`config.mk`:
```
export PLATFORM = sky130hd
export DESIGN_NAME = ascon_tag_verify
export DESIGN_NICKNAME = d
export VERILOG_FILES = /design/src/rtl/ascon_pack.sv /design/src/rtl/tag_word_reg.sv /design/src/rtl/ascon_tag_verify.sv
export SDC_FILE = /design/constraint.sdc
export NUM_CORES = 1
export LEC_CHECK = 0
export ABC_CLOCK_PERIOD_IN_PS = 2600
export BUFFER_PORTS_ARGS = -buffer_cell sky130_fd_sc_hd__buf_2
export CORE_MARGIN = 3
export CORE_UTILIZATION = 55
export CTS_CLUSTER_SIZE = 25
export DETAILED_ROUTE_END_ITERATION = 8
export PLACE_DENSITY = 0.74
export SLEW_MARGIN = 20
export SYNTH_ARGS = -nofsm -noshare
export SYNTH_HDL_FRONTEND = slang
export SYNTH_SLANG_ARGS = --single-unit
```
`constraint.sdc`:
```
create_clock -name clock_i -period 2.6 [get_ports clock_i]
set_input_delay 0.13 -clock clock_i [delete_from_list [all_inputs] [get_ports clock_i]]
set_output_delay 0.13 -clock clock_i [all_outputs]
set_load 0.05 [all_outputs]
```
`src/rtl/ascon_pack.sv`:
```
// ascon_pack: shared constants and types for the Ascon-128 tag path
package ascon_pack;
  localparam int TAG_W = 128;
  typedef logic [TAG_W-1:0] tag_t;
  typedef enum logic [2:0] {
    ST_IDLE,
    ST_LOAD,
    ST_WAIT_CT,
    ST_COMPARE,
    ST_DONE
  } tag_verify_state_t;
endpackage

```
`src/rtl/tag_word_reg.sv`:
```
// tag_word_reg: TAG_W register with per-word write enables and a synchronous clear
module tag_word_reg
  import ascon_pack::*;
#(
  parameter int WORD_W = 32,
  localparam int NB_WORDS = TAG_W / WORD_W
) (
  input  logic                clock_i,
  input  logic                resetb_i,
  input  logic                i_clr,
  input  logic [NB_WORDS-1:0] i_we,
  input  tag_t                i_d,
  output tag_t                o_q
);
  tag_t r_q;
  // word k (k=0 is the MS word) is written from the same word position of i_d
  always_ff @(posedge clock_i or negedge resetb_i) begin
    if (!resetb_i) r_q <= '0;
    else if (i_clr) r_q <= '0;
    else
      for (int k = 0; k < NB_WORDS; k++)
        if (i_we[k]) r_q[TAG_W-1-k*WORD_W -: WORD_W] <= i_d[TAG_W-1-k*WORD_W -: WORD_W];
  end
  assign o_q = r_q;
endmodule

```
`src/rtl/ascon_tag_verify.sv`:
```
// ascon_tag_verify: constant-time comparison of received and computed Ascon-128 tags
module ascon_tag_verify
  import ascon_pack::*;
#(
  parameter int WORD_W = 32,
  localparam int NB_WORDS = TAG_W / WORD_W
) (
  input  logic              clock_i,
  input  logic              resetb_i,
  input  logic              start_i,
  input  logic [WORD_W-1:0] tag_word_i,
  input  logic              tag_valid_i,
  output logic              tag_ready_o,
  input  tag_t              computed_tag_i,
  input  logic              computed_valid_i,
  output logic              busy_o,
  output logic              done_o,
  output logic              tag_ok_o
);
  localparam int CW = NB_WORDS > 1 ? $clog2(NB_WORDS) : 1;
  localparam logic [CW-1:0] LAST = CW'(NB_WORDS - 1);

  tag_verify_state_t r_state, w_next;
  logic [CW-1:0]     r_cnt;
  logic              r_have_ct, r_done, r_ok;
  logic [WORD_W-1:0] r_acc, w_exp_word, w_ct_word;
  logic              w_accept, w_ct_cap, w_last;
  logic [NB_WORDS-1:0] w_exp_we, w_ct_we;
  tag_t              w_exp, w_ct;

  assign tag_ready_o = r_state == ST_LOAD;
  assign busy_o      = r_state inside {ST_LOAD, ST_WAIT_CT, ST_COMPARE};
  assign done_o      = r_done;
  assign tag_ok_o    = r_ok;
  // start has priority: a word or tag presented on the start edge is dropped
  assign w_accept    = tag_ready_o && tag_valid_i && !start_i;
  assign w_ct_cap    = computed_valid_i && !start_i && (r_state inside {ST_LOAD, ST_WAIT_CT});
  assign w_last      = w_accept && r_cnt == LAST;
  assign w_exp_we    = {NB_WORDS{w_accept}} & (NB_WORDS'(1) << r_cnt);
  assign w_ct_we     = {NB_WORDS{w_ct_cap}};
  assign w_exp_word  = w_exp[TAG_W-1-WORD_W*int'(r_cnt) -: WORD_W];
  assign w_ct_word   = w_ct[TAG_W-1-WORD_W*int'(r_cnt) -: WORD_W];

  tag_word_reg #(.WORD_W(WORD_W)) u_exp_reg (
    .clock_i (clock_i),
    .resetb_i(resetb_i),
    .i_clr   (start_i),
    .i_we    (w_exp_we),
    .i_d     ({NB_WORDS{tag_word_i}}),
    .o_q     (w_exp)
  );

  tag_word_reg #(.WORD_W(WORD_W)) u_ct_reg (
    .clock_i (clock_i),
    .resetb_i(resetb_i),
    .i_clr   (start_i),
    .i_we    (w_ct_we),
    .i_d     (computed_tag_i),
    .o_q     (w_ct)
  );

  // state register
  always_ff @(posedge clock_i or negedge resetb_i) begin
    if (!resetb_i) r_state <= ST_IDLE;
    else r_state <= w_next;
  end

  // next-state logic; start restarts from any state
  always_comb begin
    w_next = r_state;
    if (start_i) w_next = ST_LOAD;
    else
      unique case (r_state)
        ST_LOAD:    if (w_last) w_next = (r_have_ct || computed_valid_i) ? ST_COMPARE : ST_WAIT_CT;
        ST_WAIT_CT: if (computed_valid_i) w_next = ST_COMPARE;
        ST_COMPARE: if (r_cnt == LAST) w_next = ST_DONE;
        ST_DONE:    w_next = ST_DONE;
        default:    w_next = ST_IDLE;
      endcase
  end

  // counter, computed-tag flag, OR-accumulated difference and registered result
  always_ff @(posedge clock_i or negedge resetb_i) begin
    if (!resetb_i) begin
      r_cnt     <= '0;
      r_have_ct <= 1'b0;
      r_acc     <= '0;
      r_done    <= 1'b0;
      r_ok      <= 1'b0;
    end else if (start_i) begin
      r_cnt     <= '0;
      r_have_ct <= 1'b0;
      r_acc     <= '0;
      r_done    <= 1'b0;
      r_ok      <= 1'b0;
    end else begin
      if (w_accept || r_state == ST_COMPARE) r_cnt <= r_cnt == LAST ? '0 : r_cnt + 1'b1;
      if (w_ct_cap) r_have_ct <= 1'b1;
      if (r_state == ST_COMPARE) r_acc <= r_acc | (w_exp_word ^ w_ct_word);
      r_done <= r_state == ST_DONE;
      r_ok   <= r_state == ST_DONE && r_acc == '0;
    end
  end
endmodule

```
==> impl_results.md <==
- Fraction of registers with async set or reset after synthesis: 100%
- Total CTS buffers: 34
- Relative contribution of sequential cells to total power: 45.7%
- DRC errors left: 0
- Number of clock sinks: 296
- H-tree depth: 2
- Total Wirelength: 39300 µm
- Unrepaired setup endpoints after global routing: no
- Average via count per standard cell: 5.54
- Total nets after synthesis: 1588
- Clk Latency, worst-skew pair: 510 ps
- Commonest cells post-synth: 517 x nand2_1, 296 x dfrtp_1, 129 x xor2_1, 128 x o21ai_0, 120 x a21oi_2
- Critical Path, Cell by Cell: buf_4 > nor3b_1 > buf_2
- Area share of the largest cell type after synthesis: 51.7%
- Quantity of I/O buffers inserted on ports: 168
- Layout Area Growth over Synthesis: 25.9%
- Global Route Usage Sum: 27.9%
- Static Leakage: 8.49 nW
- Maximum resistive drop on vdd: 526 µV
- Clk pin slew, worst setup/hold paths: 60 ps
- Chip width: 167 µm
- Final slew viol count: 0
- Cells resized by post-CTS repair: 0
- Startpoint types: register
- First-pass detailed-route iteration total: 7
- Global placer's final weighted congestion: 0.858
- Max stage delay on crit path: 570 ps
- Kind of capture point of the worst setup path: output pin
- Dominant cell by count in the synthesized netlist: nand2_1
- Number of failing hold endpoints at the final stage: 0
- Worst endpoint data arrival time: 2050 ps
- Result of the run: completed
- Switching pwr: 2.64 mW
- Total vias in the final route: 11500
- Antenna violations before repair: 0
- Critical path origin: r_state[0]
- Total instance count after detailed placement: 1849
- Synth warnings: 0
- Antenna Nets Post-Route: 0
- Number of filler instances in the final layout: 1775
- Cell area after synthesis: 14300 µm²
- Final critical-path required period: 2180 ps
- Worst-case headroom to the max-slew limit: 29.8%
- Slew at the pin closest to its max-slew limit: 1050 ps
- Area taken by multi-input logic gates: 6180 µm²
- Maximum operating frequency: 0.459 GHz
- Initial core utilization: 56.4%
- Endpoints failing setup: 0
- Switching Fraction: 24.3%
- Launch instance of the worst min-delay path: tag_valid_i
- Register area share after synthesis: 51.7%
- Yosys top cell by area: dfrtp_1
- Non-Filler Instances: 2067
- Clock tree buffer depth: 3
- Remaining Overflow, GRT: 0
- Cell at the root of the clock tree: clkbuf_16
- Slowest stage cell, crit path: nor3b_1
- Internal Dissipation: 8.21 mW
- Final worst path period share: 83.7%
- Summed negative setup slack over all endpoints: 0 ps
- Register area: 7410 µm²
- FF+latch count, synth: 296
- Number of synthesized flops with an enable pin: 0
- Area of the core: 25400 µm²
- Portion of total power attributed to the clock network: 43.1%
- Largest fanout on the critical path: 18
- WL/cell: 19.0 µm
- Via count of the first global-routing pass: 12000
- Post-DP HPWL: 23600 µm
- Diode count: 0
- Per-instance average area after synthesis: 10.1 µm²
- TritonCTS clock tree: done
- Standard-cell rows: 58
- Worst reg2reg startpoint: r_state[1]
- Ys flop type: dfrtp_1
- Library cells used by synthesis: 35
- Data required, critical path: 2470 ps
- Wire length of the first global-routing pass: 63200 µm
- Cell types occupying the most area after synthesis: dfrtp_1 52%, nand2_1 14%, xor2_1 7.9%
- Power share of the combinational group: 11.3%
- Final clock skew: 8.89 ps
- Min-Delay Path Class: in2reg
- Vert. Die Dim: 167 µm
- Maximum number of pins on one net before global-route repair: 84
- IO Pins: 169
- First DRT Iteration DRCs: 979
- Ratio of total power to cell area: 602 nW/µm²
- Setup Crit Path Kind: reg2out
- Cells after Synth: 1419
- Net total in the final layout: 1887
- Full die area: 28000 µm²
- Max Cap Violations: 0
- Share of layout cells above drive strength 1: 24.2%
final timing paths:
path                       slack [ps]            endpoint  depth (start not counted)
max reg2reg                       510  u_exp_reg.o_q[127]                          5
min                               100          r_state[1]                          4
min in group asynchronous         130    u_ct_reg.o_q[51]                          2
max                               420         tag_ready_o                          3
min reg2reg                       490           r_have_ct                          1
max in group asynchronous        1680    u_ct_reg.o_q[31]                          3
worst max-delay path: cells and delay by family, from the launching register on:
family / cells / cell delay (ps)
flip-flops: 1 / 360
buffers and inverters: 2 / 610
AND/OR/NAND/NOR: 1 / 570
registers in the layout, summed over array words and instances, names as in the netlist:
| name | flops |
|---|---|
| u_ct_reg.o_q | 128 |
| r_cnt | 2 |
| r_acc | 32 |
| r_have_ct | 1 |
| tag_ok_o | 1 |
| u_exp_reg.o_q | 128 |
| done_o | 1 |
| r_state | 3 |
kinds of logic after synthesis:
kind of cell	count (synthesis)	synth area share, %
mux	33	5.10
xor+xnor	129	7.88
simple gates	554	15.2
compound gates	297	14.4
buf+inv	106	5.37
flops	296	51.7
fa+ha+maj	4	0.349
cells in the final DEF, fill, tap and decap left out, types with 2 or more instances in the layout:
cell           netlist  routed
a22o_1              32      32
nand2b_1             2       2
nor3_1               2       2
nor4_1               9       9
dlygate4sd3_1        0     162
buf_12              12      13
mux4_2              32      32
clkbuf_16            0      37
o21ai_0            128     128
nand3_2              0       4
dfrtp_1            296     296
nor2_1               5       5
clkinv_2             0       5
buf_4                0      22
a21oi_2            120     120
a21oi_1             12      12
nand2_1            517     517
clkbuf_8             0       6
buf_2               15     166
nand4_1              2       2
nor3b_1              2       2
xor2_1             129     129
and3_2               0       4
clkbuf_1            51       6
ha_1                 4       4
power by group through the flow:
stage,registers [mW],clock network [mW],logic (mW)
floorplan,4.97,0,0.630
global placement,5.03,0,0.985
detailed placement,5.03,0,1.01
CTS,4.95,4.72,1.21
global route,4.97,4.91,1.34
finish,4.96,4.67,1.22
routing by layer:
metal	part of all wire [%]	track usage [%]	wire length [µm]	up-vias
met2	50	47.6	19600	406
met4	2.7	8.40	1060	0
li1	-	-	-	5273
met1	41	37.2	16200	5685
met5	0	0	0	-
met3	6.0	4.49	2370	94
stage by stage:
| stage | hold WS [ps] | utilization [%] | power, mW | cell area, µm² | setup slack [ps] |
|---|---|---|---|---|---|
| 5_1_grt | 133 | 71.0 | 11.2 | 18000 | 265 |
| 4_1_cts | 87.5 | 70.9 | 10.9 | 18000 | 440 |
| 3_3_place_gp | 76.7 | 60.2 | 6.01 | 15300 | 641 |
| 2_1_floorplan | -166 | - | 5.60 | 14300 | 280 |
| 6_report | 104 | 71.0 | 10.9 | 18000 | 423 |
| 3_5_place_dp | 77.6 | 60.2 | 6.04 | 15300 | 541 |
layout make-up:
type                            instances  area share, %
Clock buffer                           49           5.72
Clock inverter                          6          0.305
Inverter                                3         0.0763
Multi-Input combinational cell       1017           34.3
Sequential cell                       296           41.1
Tap cell                              330           2.29
Timing Repair Buffer                  366           16.3
timing repair:
item,CTS,global route
endpoints found under the hold margin,385,0
setup buffers,0,0
hold buffers,162,0
Note: power is estimated with default switching activity, not from simulation.
